`src/rtl/mtx_pkg.sv`:
```
// Shared definitions for the MAPU result collector.
//   MTX_NUM_CH_DEFAULT / MTX_DATA_WIDTH_DEFAULT : default channel count and word width
//   mtx_ch_id_t   : channel index type at the default channel count
//   mtx_entry_t   : packed FIFO entry {ch_id, data} at the default sizes
//   mtx_wrap_add  : modular add for channel indices (base and ofs both < n)
package mtx_pkg;

  localparam int MTX_NUM_CH_DEFAULT     = 32;
  localparam int MTX_DATA_WIDTH_DEFAULT = 32;
  localparam int MTX_CH_ID_W            = $clog2(MTX_NUM_CH_DEFAULT);

  typedef logic [MTX_CH_ID_W-1:0] mtx_ch_id_t;

  typedef struct packed {
    mtx_ch_id_t                        ch_id;
    logic [MTX_DATA_WIDTH_DEFAULT-1:0] data;
  } mtx_entry_t;

  // A single conditional subtract is enough because base and ofs are both
  // below n, so the sum never reaches 2n.
  function automatic int mtx_wrap_add(input int base, input int ofs, input int n);
    int s;
    s = base + ofs;
    return (s >= n) ? (s - n) : s;
  endfunction

endpackage

```
`src/rtl/mtx_res_fifo.sv`:
```
// Two-entry FIFO holding collected {ch_id, data} entries.
//   clk, rst_n          : clock, synchronous active-low reset (control only)
//   push, push_data     : write request and entry; ignored when full
//   pop, pop_data       : read request; pop_data always shows the head entry
//   full, empty         : occupancy flags
module mtx_res_fifo
  import mtx_pkg::*;
#(
  parameter int ENTRY_W = $bits(mtx_entry_t)
) (
  input  logic               clk,
  input  logic               rst_n,
  input  logic               push,
  input  logic [ENTRY_W-1:0] push_data,
  input  logic               pop,
  output logic [ENTRY_W-1:0] pop_data,
  output logic               full,
  output logic               empty
);

  logic [ENTRY_W-1:0] mem [2];
  logic               wr_ptr;
  logic               rd_ptr;
  logic [1:0]         cnt;
  logic               do_push;
  logic               do_pop;

  assign full     = (cnt == 2'd2);
  assign empty    = (cnt == 2'd0);
  assign do_push  = push && !full;
  assign do_pop   = pop && !empty;
  assign pop_data = mem[rd_ptr];

  always_ff @(posedge clk) begin
    if (!rst_n) begin
      wr_ptr <= 1'b0;
      rd_ptr <= 1'b0;
      cnt    <= 2'd0;
    end else begin
      if (do_push) wr_ptr <= ~wr_ptr;
      if (do_pop)  rd_ptr <= ~rd_ptr;
      case ({do_push, do_pop})
        2'b10:   cnt <= cnt + 2'd1;
        2'b01:   cnt <= cnt - 2'd1;
        default: cnt <= cnt;
      endcase
    end
  end

  // Storage carries no reset; occupancy alone decides what is valid.
  always_ff @(posedge clk) begin
    if (do_push) mem[wr_ptr] <= push_data;
  end

endmodule

```
`src/rtl/mtx_res_collector.sv`:
```
// Collects results from NUM_CH MAPU channels into one output stream.
//   sys_clk, sys_rst_n : clock, synchronous active-low reset
//   test_mode_en       : 1 = fixed priority (ch0 highest), 0 = round-robin
//   ch_vld, ch_data    : per-channel result valid and packed result words
//   ch_rdy             : per-channel accept, one-hot or zero
//   out_vld, out_data, out_ch_id, out_rdy : collected result stream
//   res_cnt            : results delivered on the output since reset (wraps)
module mtx_res_collector
  import mtx_pkg::*;
#(
  parameter int NUM_CH     = MTX_NUM_CH_DEFAULT,
  parameter int DATA_WIDTH = MTX_DATA_WIDTH_DEFAULT
) (
  input  logic                         sys_clk,
  input  logic                         sys_rst_n,
  input  logic                         test_mode_en,
  input  logic [NUM_CH-1:0]            ch_vld,
  input  logic [NUM_CH*DATA_WIDTH-1:0] ch_data,
  output logic [NUM_CH-1:0]            ch_rdy,
  output logic                         out_vld,
  output logic [DATA_WIDTH-1:0]        out_data,
  output logic [$clog2(NUM_CH)-1:0]    out_ch_id,
  input  logic                         out_rdy,
  output logic [31:0]                  res_cnt
);

  localparam int CH_ID_W = $clog2(NUM_CH);
  localparam int ENTRY_W = CH_ID_W + DATA_WIDTH;

  logic [CH_ID_W-1:0] rr_ptr;
  logic [CH_ID_W-1:0] grant_id;
  logic               grant_vld;
  logic               fifo_full;
  logic               fifo_empty;
  logic               push;
  logic               pop;
  logic [ENTRY_W-1:0] push_entry;
  logic [ENTRY_W-1:0] head_entry;
  int                 idx;

  // Search order starts at rr_ptr in round-robin mode and at 0 in test mode;
  // the first requesting channel in that order wins.
  always_comb begin
    grant_vld = 1'b0;
    grant_id  = '0;
    idx       = 0;
    for (int k = 0; k < NUM_CH; k++) begin
      idx = test_mode_en ? k : mtx_wrap_add(int'(rr_ptr), k, NUM_CH);
      if (!grant_vld && ch_vld[idx]) begin
        grant_vld = 1'b1;
        grant_id  = CH_ID_W'(idx);
      end
    end
  end

  // Accept depends only on FIFO occupancy, never on out_rdy, so a full FIFO
  // blocks input even in a cycle where the head is being drained.
  assign push = sys_rst_n && grant_vld && !fifo_full;

  always_comb begin
    ch_rdy = '0;
    if (push) ch_rdy[grant_id] = 1'b1;
  end

  assign push_entry = {grant_id, ch_data[int'(grant_id)*DATA_WIDTH +: DATA_WIDTH]};

  mtx_res_fifo #(
    .ENTRY_W (ENTRY_W)
  ) u_fifo (
    .clk       (sys_clk),
    .rst_n     (sys_rst_n),
    .push      (push),
    .push_data (push_entry),
    .pop       (pop),
    .pop_data  (head_entry),
    .full      (fifo_full),
    .empty     (fifo_empty)
  );

  // Output fields read zero whenever nothing valid is presented.
  assign out_vld   = sys_rst_n && !fifo_empty;
  assign pop       = out_vld && out_rdy;
  assign out_data  = out_vld ? head_entry[DATA_WIDTH-1:0] : '0;
  assign out_ch_id = out_vld ? head_entry[ENTRY_W-1 -: CH_ID_W] : '0;

  // Pointer advances past the granted channel only on a round-robin accept.
  always_ff @(posedge sys_clk) begin
    if (!sys_rst_n) begin
      rr_ptr <= '0;
    end else if (push && !test_mode_en) begin
      rr_ptr <= CH_ID_W'(mtx_wrap_add(int'(grant_id), 1, NUM_CH));
    end
  end

  always_ff @(posedge sys_clk) begin
    if (!sys_rst_n) begin
      res_cnt <= '0;
    end else if (pop) begin
      res_cnt <= res_cnt + 32'd1;
    end
  end

endmodule

```
`config.mk`:
```
export PLATFORM = sky130hd
export DESIGN_NAME = mtx_res_collector
export DESIGN_NICKNAME = d
export VERILOG_FILES = /design/src/rtl/mtx_pkg.sv /design/src/rtl/mtx_res_fifo.sv /design/src/rtl/mtx_res_collector.sv
export SDC_FILE = /design/constraint.sdc
export NUM_CORES = 1
export LEC_CHECK = 0
export ABC_AREA = 1
export BUFFER_PORTS_ARGS = -buffer_cell sky130_fd_sc_hd__buf_2
export CAP_MARGIN = 20
export CORE_AREA = 2 2 453 455
export DETAILED_ROUTE_END_ITERATION = 10
export DIE_AREA = 0 0 455 457
export PLACE_DENSITY = 0.33
export REMOVE_ABC_BUFFERS = 1
export SYNTH_ARGS = -nofsm -noshare
export SYNTH_HDL_FRONTEND = slang
export SYNTH_HIERARCHICAL = 1
export SYNTH_SLANG_ARGS = --single-unit
```
`constraint.sdc`:
```
create_clock -name sys_clk -period 7.36 [get_ports sys_clk]
set_input_delay 0.736 -clock sys_clk [delete_from_list [all_inputs] [get_ports sys_clk]]
set_output_delay 0.736 -clock sys_clk [all_outputs]
set_load 0.01 [all_outputs]
```
# Word-level counts from Yosys, hierarchy flattened
# Memory sizes are Yosys's and may differ from the RTL's. A register that Yosys moved wholly into a read port is not among the register bits.
# Index checks and enable logic that the tools add are counted.
# Widths: inputs -> output; s select.
# totals
register_bits	41
ram_bits	74
wordCells	457
mem_count	1
# memory_table
memory	words	word_bits	read_ports	rd_clocked_by_memory_dff	wr	line_no	text
u_fifo.mem	2	37	1	1	1	mtx_res_fifo.sv:21	logic [ENTRY_W-1:0] mem [2];
# classes
addsub	68
magnitude_cmp	67
n_eq_ne	3
n_shift	1
n_mux	235
bitwise	2
n_reduce_logical	75
# op_table
cell	n
$mux 32	66
$lt 32x7->1 const B	32
$shiftx 1024x11->32	1
$sub 6x6->7 const B	31
$ge 6x6->1 const B	32
$mux 5	34
$bmux 1 s5	32
$mux 1	101
$add 5x5->6 const B	16
$add 5x4->6 const B	8
$logic_and 1x1->1	39
$logic_not 1->1	34
$add 32x1->32 const B	1
$add 5x3->6 const B	4
$add 5x1->6 const B	2
$add 5x2->6 const B	2
$sub 5x6->7 const B	1
$ge 5x6->1 const B	1
$lt 5x6->1 const B	1
$demux 1 s5	1
$ge 5x1->1 const B	1
$sub 5x1->5 const B	1
$eq 2x2->1 const B	2
$pmux 2 s2	1
other kinds (6)	7

# Logic depth before layout (Yosys ltp)
# Gate-level depths: netlist (run 1).
# depth
word_depth	105
mapped_depth	72
mapped_depth_nobuf	69

# Modules after synthesis
# Netlist (run 1), hierarchy kept.
# by_module_without_submodules
module	n_inst	cells_each	area_each_um2	seq_area_each_um2
mtx_res_collector	1	3721	17321.6	740.7
mtx_res_fifo	1	155	3071.7	2322.2

# Worst setup path after synthesis (run 1)
# Ideal clock, no wire load.
# synth_timing
path_type	flip-flop to output port
start	register rr_ptr[2]
end	output port ch_rdy[15]
arrival_ns	5.692
t_required_ns	6.624
path_slack_ns	0.932
path_stages_with_launch	51
cell_sequence	dfxtp_1 > inv_1 > ha_1 > a21oi_1 > nor2_1 > nor3_2 > inv_1 > nand2_1 > o21ai_1 > nand2_1 > o21a_1 > clkinv_1 > nor2_2 > nand2_2 > nor2_2 > inv_2 > nor2_4 > nand2_1 > (+15 left out) > nand2_1 > nor2_2 > nand2_2 > nor2_4 > nand3_4 > nor2_2 > nand2_1 > nor2_2 > inv_2 > nor2_1 > nand3b_1 > buf_2 > buf_2 > ha_1 > nand3_1 > inv_1 > nand2_1 > nor2_1
# synth_via
elab_chain_len	105
elab_cells_between_ends	389
# synth_lines
item	line_no	text
from (decl)	mtx_res_collector.sv:30	logic [CH_ID_W-1:0] rr_ptr;
from (signal assigned)	mtx_res_collector.sv:91	rr_ptr <= CH_ID_W'(mtx_wrap_add(int'(grant_id), 1, NUM_CH));
branches (longest 99 deep; another with $sub 6x6->7)	n/a	
$mux 5 *	mtx_res_collector.sv:49	if (!grant_vld && ch_vld[idx]) begin
named net grant_id[1]	mtx_res_collector.sv:31	logic [CH_ID_W-1:0] grant_id;
$lt 5x6->1 (not written as such) or $ge 5x1->1 (tied branches)	mtx_res_collector.sv:62	if (push) ch_rdy[grant_id] = 1'b1;
$logic_and 1x1->1 (not written as such)	mtx_res_collector.sv:62	
$mux 1 (not written as such)	mtx_res_collector.sv:62	
$demux 1 s5 *	mtx_res_collector.sv:62	
$mux 32 *	mtx_res_collector.sv:62	
to (decl)	mtx_res_collector.sv:19	output logic [NUM_CH-1:0] ch_rdy,
# Mark *: on every way through the listed nets, which the timed path passes. The select of a mux whose other input is x is not followed.

# Worst setup path in the final report (run 1)
# layout_timing
start	register rr_ptr[1]
end	output port ch_rdy[20]
# layout_via
elab_chain_len	105
elab_cells_between_ends	389
# layout_lines
item	line_no
branches (longest 104 deep; another with $sub 6x6->7)	n/a
$mux 32 *	mtx_res_collector.sv:62
# Every way passes the cells marked *. The select of a mux whose other input is x is not followed.

==> summary.md, run 1 <==
| Metric | Value |
|---|---|
| Initial Util | 0.100 |
| Routability congestion estimate | between 0.9 and 1 |
| WL/cell | about 21 um |
| All-Layer GR Usage | 0.153 |
| P per Cell Area | roughly 270 nW/um^2 |
| Clk pwr share | 0.098 |
| WHS Endpoint | res_cnt[31] |
| I/O pin cnt | about 1200 |
| Yosys reg bits | 116 |
| Synth unique cells | 57 |
| Category of the most critical setup path | flip-flop to output pin |
| Max-capacitance violation count | 0 |
| Post-layout minimum cycle time | 7100 ps |
| Synth Area per Inst | ~5.3 sq um |
| Post-synthesis async set-or-reset flop share | 0 |
| Die width | approximately 460 um |
| Reg-to-reg startpoint | rr_ptr[1] |
| Crit path from | rr_ptr[1] |
| CTS Root Cell | clkbuf_16 |
| Worst path max stage delay | about 600 ps |
| H-tree levels | 4 |
| Synth Cell Area | around 20000 sq um |
| Primary FF master, synth | edfxtp_1 |
| Post-synth EDFFs | 74 |
| Most common cell after layout, fill and taps aside | buf_2 |
| Crit path max-delay cell type | or4_1 |
| Hold WC Path Type | flip-flop to flip-flop |
| Peak VDD IR | approximately 0.00016 V |
| Crit path arrival time | between 6000 and 7000 ps |
| Switching Share | 0.553 |
| Skew-Pair Late Insertion Delay | 510 ps |
| Setup TNS | 0 ps |
| Setup violators final | 0 |
| Synth Instances | 3876 |
| Critical path launch point type | flip-flop |
| Largest net degree at the start of global routing | 50 |
| Design internal power | around 4.2 mW |
| Via/cell ratio | just under 4 |
| First-pass GRT wire length | 228 mm |
| Worst EP required | 6620 ps |
| Num rows | 166 |
| Hold WS | around 460 ps |
| Fillers | around 24000 |
| Sequential power share | 0.105 |
| Die area | around 210000 sq um |
| Relative slew slack | 0.406 |
| Hold-critical path depth | 1 |
| Vias | ~32000 |
| Pleak | approximately 17 nW |
| NetSw | around 5.2 mW |
| Slew @ Worst Pin | 881 ps |
| Initial antenna violation count | 49 |
| RSZ-0062 raised after global routing | true |
| R2R Setup Slk | between 300 and 400 ps |
| Skew final | just under 8 ps |
| Final wirelength | between 150 and 200 mm |
| Synth warn | 6 |
| Most frequent cells in the layout | buf_2 (1157), nor2_1 (1072), nand2_1 (800), buf_4 (417), nand3_1 (348) |
| Core outline area | between 200000 and 250000 sq um |
| Reg clk slew, reported paths | roughly 70 ps |
| Inserted Clock Buffers | 17 |
| Chip height | roughly 460 um |
| PortBufs | 1161 |
| Fin nets | 6388 |
| CP most frequent cell | nand2_2 |
| Result of the run | complete, no violations |
| Reg2reg end | u_fifo/mem[0][10] |
| Crit Path Max Fanout | 29 |
| Pre-antenna DRT Iters | 7 |
| Slew Viols, Final | 0 |
| CP endpoint kind | output pin |
| Maximum buffer depth of the clock tree | 2 |
| Crit share post-route | 0.964 |
| R2R depth | 48 |
| Final hold vios | 0 |
| DR DRC count | 0 |
| Sequential share of the synthesized area | 0.150 |
| Sink Count | between 100 and 150 |
| Hold path start | res_cnt[31] |
| Layout cells sized above 1 | 0.389 |
| Comb pwr share | 0.798 |
| Detail Route Antenna Nets | 0 |
| Syn-to-layout area delta | 70.0% |
| Final HPWL DP | between 100 and 150 mm |
| FMAX | approximately 140 MHz |
| Vias in the first global route | 31500 |
| CTS tree | yes |
| Initial DRC Count | between 1500 and 2000 |
| Global route total overflow | 0 |
==> critical path: cells and delay by family, from the launching register on <==
| kind | cells | cell delay [ps] |
|---|---|---|
| AND/OR/NAND/NOR | 23 | 2910 |
| adder cells (fa/ha/maj) | 2 | 370 |
| AO/OA/AOI/OAI | 3 | 570 |
| buffers and inverters | 12 | 1590 |
| flip-flops | 1 | 380 |
==> synth_stat cells, types with 11 or more instances <==
cell       number  share of area
o2111ai_1      13         0.0056
buf_6          35          0.019
a21oi_1        52          0.013
clkbuf_1       96          0.018
nand3_2        13         0.0064
dfxtp_1        42          0.041
inv_1         202          0.037
buf_4          35          0.013
o22ai_1        13         0.0040
a31oi_1        11         0.0034
mux2_4         30          0.022
nor2_1       1103           0.20
o21ai_1       328          0.080
nor3_1         19         0.0047
ha_1           18          0.011
inv_2          19         0.0035
or2_2          33          0.010
nand3_1       404          0.099
edfxtp_1       74           0.11
buf_2          71          0.017
o21ai_0       264          0.065
nor2_2         30         0.0092
nand2_1       866           0.16
==> what timing repair did <==
item,4_1_cts,5_1_grt
hold buffers,0,0
gates cloned,3,2
setup endpoints to repair,40,97
pin swaps,36,93
buffers inserted,34,37
resized for setup,102,241
==> layer usage <==
metal / track usage / wire [um]
met5: 0 / 184
met4: 0.0319 / 3250
met3: 0.0348 / 11000
met2: 0.267 / 81200
met1: 0.189 / 71200
==> flip-flops by register name (all words and copies together) (netlist names), named ones only <==
register / cells
rr_ptr: 5
u_fifo/cnt: 2
u_fifo/mem: 74
u_fifo/rd_ptr: 1
res_cnt: 32
u_fifo/wr_ptr: 1
==> area by class of cell <==
class                           instances  area [sq um]  share of cell area
Timing Repair Buffer                 1673         10700               0.308
Clock inverter                         11           101             0.00292
Sequential cell                       116          3080              0.0888
Inverter                              222           911              0.0263
Tap cell                             2688          3360              0.0970
Antenna cell                           18          45.0             0.00130
Clock buffer                           21           503              0.0145
Multi-Input combinational cell       3280         16000               0.461
==> kinds of logic after synthesis <==
logic type,count (synthesis),share of synthesized area
xor+xnor,3,0.00129
compound gates,701,0.179
mux,39,0.0269
flops,116,0.150
simple gates,2519,0.512
fa+ha+maj,18,0.0110
buf+inv,480,0.120
==> worst max path at each step <==
stage,end,cells past startpoint,slack [ps]
finish,ch_rdy[20],40,260
global route,ch_rdy[25],52,-140
CTS,ch_rdy[29],51,3
detailed placement,u_fifo/mem[1][4],44,-560
global placement,u_fifo/mem[0][4],49,-630
floorplan,ch_rdy[15],43,-6880
==> power by group through the flow <==
stage / clock, mW / sequential (mW) / combinational [mW]
after CTS: 0.994 / 0.989 / 7.47
after global routing: 1.00 / 1.00 / 8.33
final: 0.922 / 0.989 / 7.55
after global placement: 0 / 1.00 / 7.34
after floorplan: 0 / 1.00 / 3.90
after detailed placement: 0 / 1.00 / 7.29
==> stage by stage <==
stage | worst slack [ps] | cell area [sq um] | power [mW] | std cells | util
2_1_floorplan | -6880 | 18800 | 4.90 | 3618 | -
3_3_place_gp | -635 | 32000 | 8.34 | 7904 | 0.157
3_5_place_dp | -561 | 32000 | 8.29 | 7904 | 0.157
4_1_cts | 3.23 | 33400 | 9.45 | 7973 | 0.164
5_1_grt | -144 | 34700 | 10.3 | 8022 | 0.170
6_report | 261 | 34700 | 9.46 | 8029 | 0.171
No activity file was read; power rests on OpenSTA's default activity.
==> inputs of run 2 (changes only) <==
Settings changed: CAP_MARGIN 20 to default.
Clock period 7.36 ns to 7.4 ns, I/O delays scaled along.
==> run 2 against run 1 <==
Against the previous run:
- global-route usage fell by 0.12 points
- worst hold slack worse by 12 ps
- count of clock-buffer cells in the layout is 4 lower
- largest cell class unchanged
==> summary.md, run 2 (synthesized netlist as in run 1, its figures left out) <==
| Metric | Value |
|---|---|
| R2R Setup Slk | between 400 and 500 ps |
| Biggest register | u_fifo/mem |
| Crit share post-route | 0.955 |
| P per Cell Area | about 270 nW/um^2 |
| All-Layer GR Usage | 0.152 |
| Crit path max-delay cell type | dfxtp_4 |
| Largest registers | u_fifo/mem x74, res_cnt x32, rr_ptr x5 |
| Fillers | around 24000 |
| Largest net degree at the start of global routing | 76 |
| Die width | about 460 um |
| Skew-Pair Late Insertion Delay | approximately 520 ps |
| Layout cells sized above 1 | 0.378 |
| Crit path arrival time | 6330 ps |
| Fin nets | approximately 6400 |
| CTS Root Cell | clkbuf_16 |
| Num rows | roughly 170 |
| Hold WS | ~450 ps |
| Final wirelength | roughly 170 mm |
| Final HPWL DP | roughly 140 mm |
| Slew @ Worst Pin | around 900 ps |
| H-tree levels | 4 |
| Chip height | 457 um |
| Placed Area | 32000 sq um |
| Category of the most critical setup path | flip-flop to output pin |
| GR Layer Usage met3 | 0.0302 |
| Hold WC Path Type | flip-flop to flip-flop |
| Initial Util | 0.100 |
| I/O pin cnt | ~1200 |
| Met1 Track Usage GR | 0.190 |
| DR DRC count | 0 |
| Final hold vios | 0 |
| Die area | a little over 200000 sq um |
| Global route total overflow | 0 |
| Most frequent cells in the layout | buf_2 (1157), nor2_1 (1066), nand2_1 (823), buf_4 (404), nand3_1 (360) |
| Setup TNS | 0 ps |
| CP most frequent cell | nor2_4 |
| Relative slew slack | 0.388 |
| Pre-antenna DRT Iters | 5 |
| Initial antenna violation count | 55 |
| CP endpoint kind | output pin |
| Pre-CTS WS | -178 ps |
| Core outline area | between 200000 and 250000 sq um |
| M2 GR Usage | 0.265 |
| Final instance area | 34200 sq um |
| Routability congestion estimate | 0.927 |
| Critical path launch point type | flip-flop |
| Post-layout util | 0.168 |
| Maximum buffer depth of the clock tree | 2 |
| Setup WS post-layout | between 300 and 400 ps |
| FMAX | ~140 MHz |
| Inserted Clock Buffers | 17 |
| GRT busiest layer | met2 |
| Power, Total | just over 9 mW |
| Peak VDD IR | roughly 0.00017 V |
| Vias in the first global route | roughly 31000 |
| Reg clk slew, reported paths | approximately 70 ps |
| Max reg flops | 74 |
| Non-filler cells, final | between 7000 and 8000 |
| Via/cell ratio | about 3.9 |
| Slew Viols, Final | 0 |
| Worst EP required | 6660 ps |
| Result of the run | complete, no violations |
| Crit Path Max Fanout | 10 |
| Post-layout minimum cycle time | 7070 ps |
| Detail Route Antenna Nets | 0 |
| Sink Count | roughly 120 |
| First-pass GRT wire length | 227 mm |
| Pleak | approximately 17 nW |
| Hold-critical path depth | 1 |
| PortBufs | 1161 |
| CTS tree | yes |
| R2R depth | 55 |
| RSZ-0062 raised after global routing | true |
| Setup violators final | 0 |
| DP Cell Count | between 7000 and 8000 |
| Worst path max stage delay | 380 ps |
| Skew final | ~11 ps |
| Vias | ~32000 |
| Max-capacitance violation count | 0 |
| WL/cell | ~21 um |
| Initial DRC Count | 1762 |
| Syn-to-layout area delta | 67.5% |
| Most common cell after layout, fill and taps aside | buf_2 |
[run 2: cell count changes in the layout (fill, tap and decap cells not counted), moves of 6 or more]
cell	before	now
nand2_1	800	823
inv_2	23	16
nand3_2	57	49
nand2_2	56	38
buf_4	417	404
buf_6	29	16
nor2_1	1072	1066
nand3_1	348	360
[run 2: path summary, 6_finish.rpt]
check,to,from
hold / removal,res_cnt[31],res_cnt[31]
hold reg to reg,res_cnt[31],res_cnt[31]
setup / recovery,ch_rdy[26],rr_ptr[0]
setup reg to reg,u_fifo/mem[1][27],rr_ptr[0]
[run 2: routing by layer]
layer,wire (um),vias up
met1,71400,14800
met3,9880,167
li1,-,15400
met4,3410,28
met5,199,-
met2,81000,1090
[run 2: report_power, final]
part / switching [mW] / leakage, nW / total (mW) / internal, mW
sequential: 0.0373 / 1.04 / 0.983 / 0.945
clock: 0.428 / 0.290 / 0.902 / 0.474
combinational: 4.61 / 15.3 / 7.33 / 2.72
total: 5.08 / 16.6 / 9.22 / 4.14
[run 2: critical path: cells and delay by family, from the launching register on]
family | cells | cell delay, ps
and+or+nand+nor | 35 | 3820
buffers and inverters | 11 | 1170
DFF | 1 | 380
AOI/OAI and AO/OA | 2 | 240
adders and majority gates | 1 | 160
[run 2: area by class of cell]
type	count	area, sq um	share of cell area
repair buffers	1644	10300	0.303
clock inverters	15	161	0.00473
multi-input cells	3280	15800	0.464
clock buffers	17	425	0.0125
flip-flops and latches	116	3080	0.0901
inverters	222	917	0.0268
well taps	2688	3360	0.0985
diodes	13	32.5	0.000952
[run 2: repair_timing]
action	CTS	global route
pin swaps	20	76
gates resized for setup	58	223
setup endpoints to repair	34	94
cloned	0	5
buffers inserted	7	38
hold buffers	0	0
==> inputs of run 3 (changes only) <==
Settings changed: PLACE_DENSITY 0.33 to 0.34.
Clock period 7.4 ns to 5.72 ns, I/O delays scaled along.
==> run 3 against run 2 <==
Against the previous run:
- the flow now finishes with violations (negative setup slack)
- wire length increased by 8.2%
- sequential power increased by 30%
- count of clock-buffer cells in the layout unchanged
- setup slack got worse by 1500 ps
- register-to-register slack got worse by 1600 ps
- global-route usage increased by 0.70 points
- die area unchanged
- critical path depth increased by 1
- flip-flop and latch count unchanged
- total power increased by 61%
- clock power increased by 30%
- critical endpoint is now ch_rdy[27]
==> summary.md, run 3 (synthesized netlist as in run 1, its figures left out) <==
| Metric | Value |
|---|---|
| Layout cells sized above 1 | 0.479 |
| Routability congestion estimate | 0.936 |
| Detail Route Antenna Nets | 0 |
| Setup WS post-layout | -1200 ps |
| Post-layout minimum cycle time | between 6000 and 7000 ps |
| Initial DRC Count | ~1900 |
| Die area | around 210000 sq um |
| Reg-to-reg startpoint | rr_ptr[2] |
| Reg2reg end | u_fifo/mem[0][13] |
| Pleak | between 15 and 20 nW |
| Fin nets | about 6600 |
| Via/cell ratio | slightly below 4 |
| Peak VDD IR | about 0.00020 V |
| Worst EP required | approximately 5000 ps |
| Vias | 32600 |
| R2R depth | 58 |
| Worst path max stage delay | 350 ps |
| Initial Util | 0.100 |
| PortBufs | about 1200 |
| FMAX | between 100 and 150 MHz |
| Crit share post-route | 1.21 |
| Core outline area | about 200000 sq um |
| Slew @ Worst Pin | 862 ps |
| Hold WC Path Type | primary input to flip-flop |
| Chip height | between 400 and 500 um |
| Final hold vios | 0 |
| Crit path from | rr_ptr[2] |
| Largest net degree at the start of global routing | 64 |
| All-Layer GR Usage | 0.159 |
| Category of the most critical setup path | flip-flop to output pin |
| Most frequent cells in the layout | buf_2 (1149), nor2_1 (941), nand2_1 (716), buf_4 (506), o21ai_1 (326) |
| P per Cell Area | between 300 and 400 nW/um^2 |
| Result of the run | finished, violations left |
| Slew Viols, Final | 0 |
| Setup TNS | -149970 ps |
| Pre-antenna DRT Iters | 8 |
| Maximum buffer depth of the clock tree | 2 |
| Hold WS | between 400 and 500 ps |
| Max reg flops | 74 |
| Vias in the first global route | roughly 32000 |
| Initial antenna violation count | 60 |
| Skew final | 13.8 ps |
| Reg clk slew, reported paths | 70 ps |
| Final wirelength | between 150 and 200 mm |
| Fillers | 23700 |
| CP endpoint kind | output pin |
| Skew-Pair Late Insertion Delay | 530 ps |
| Crit path arrival time | between 6000 and 7000 ps |
| I/O pin cnt | between 1000 and 1500 |
| Die width | approximately 460 um |
| Violated checks | negative setup slack |
| RSZ-0062 raised after global routing | true |
| Relative slew slack | 0.425 |
| Worst setup path end | ch_rdy[27] |
| Max-capacitance violation count | 0 |
| DR DRC count | 0 |
| H-tree levels | 4 |
| Final HPWL DP | 141 mm |
| Sink Count | 116 |
| Crit Path Max Fanout | 5 |
| Most common cell after layout, fill and taps aside | buf_2 |
| Crit path max-delay cell type | dfxtp_4 |
| First-pass GRT wire length | about 240 mm |
| CP most frequent cell | nor2_4 |
| Global route total overflow | 0 |
| Biggest register | u_fifo/mem |
| CTS tree | yes |
| Inserted Clock Buffers | 17 |
| Critical path launch point type | flip-flop |
| CTS Root Cell | clkbuf_16 |
| R2R Setup Slk | -1110 ps |
| WL/cell | 21.8 um |
| Num rows | approximately 170 |
| Largest registers | u_fifo/mem x74, res_cnt x32, rr_ptr x5 |
| Hold buffers post-CTS | 0 |
| Setup violators final | approximately 190 |
| Syn-to-layout area delta | 94.2% |
run 3: cell types whose count changed in the layout (fill, tap and decap cells not counted), moves of 82 or more:
| cell | change |
|---|---|
| nor2_1 | -125 |
| nand2_1 | -107 |
| buf_4 | +102 |
| nand2_2 | +97 |
| o21ai_0 | -84 |
| o21ai_2 | +82 |
run 3: cell type report:
| class | instances | area [sq um] | share of cell area |
|---|---|---|---|
| sequential | 116 | 3080 | 0.0778 |
| tap | 2688 | 3360 | 0.0849 |
| clock buffer | 17 | 425 | 0.0107 |
| clock inverter | 15 | 148 | 0.00373 |
| inverter | 222 | 918 | 0.0232 |
| timing repair buffer | 1894 | 14000 | 0.353 |
| antenna | 11 | 27.5 | 0.000695 |
| multi-input combinational | 3280 | 17700 | 0.446 |
run 3: where the power goes:
group	switching [mW]	internal [mW]
Sequential	0.0519	1.22
Clock	0.561	0.608
Combinational	7.16	5.22
Total	7.77	7.05
run 3: worst min-delay path by stage:
stage	endpoint	depth (start not counted)	start	slack (ps)
after floorplan	flip-flop	2	u_fifo/rd_ptr	450
after global routing	res_cnt[1]	3	out_rdy	400
final	res_cnt[0]	3	out_rdy	420
after CTS	res_cnt[0]	3	out_rdy	330
after detailed placement	res_cnt[31]	1	res_cnt[31]	450
after global placement	res_cnt[31]	1	res_cnt[31]	440
run 3: what timing repair did:
item / CTS / global route
resized for setup: 368 / 681
setup endpoints to repair: 188 / 188
pin swaps: 75 / 302
buffers inserted: 77 / 96
gates cloned: 11 / 37
run 3: routing by layer:
metal  vias up  GRT usage  wire length, um
li1      16000          -                -
met1     15300      0.199            77500
met2      1116      0.280            87700
met3       166     0.0257             9520
met4        24     0.0358             4590
met5         -          0              169
run 3: critical path: cells and delay by family (launching register included):
kind          cells  cell delay [ps]
simple gates     35             3670
buf+inv          13             1400
fa+ha+maj         2              380
flops             1              350
run 3: per-stage QoR:
stage,instances,setup WS (ps),power [mW],utilization,area (sq um)
final,8243,-1200,14.8,0.195,39600
after global routing,8236,-1700,16.0,0.195,39600
after CTS,8114,-1370,13.1,0.176,35700
after detailed placement,7996,-1680,10.8,0.161,32800
after global placement,7996,-1860,10.8,0.161,32800
after floorplan,3618,-8360,6.31,-,18800
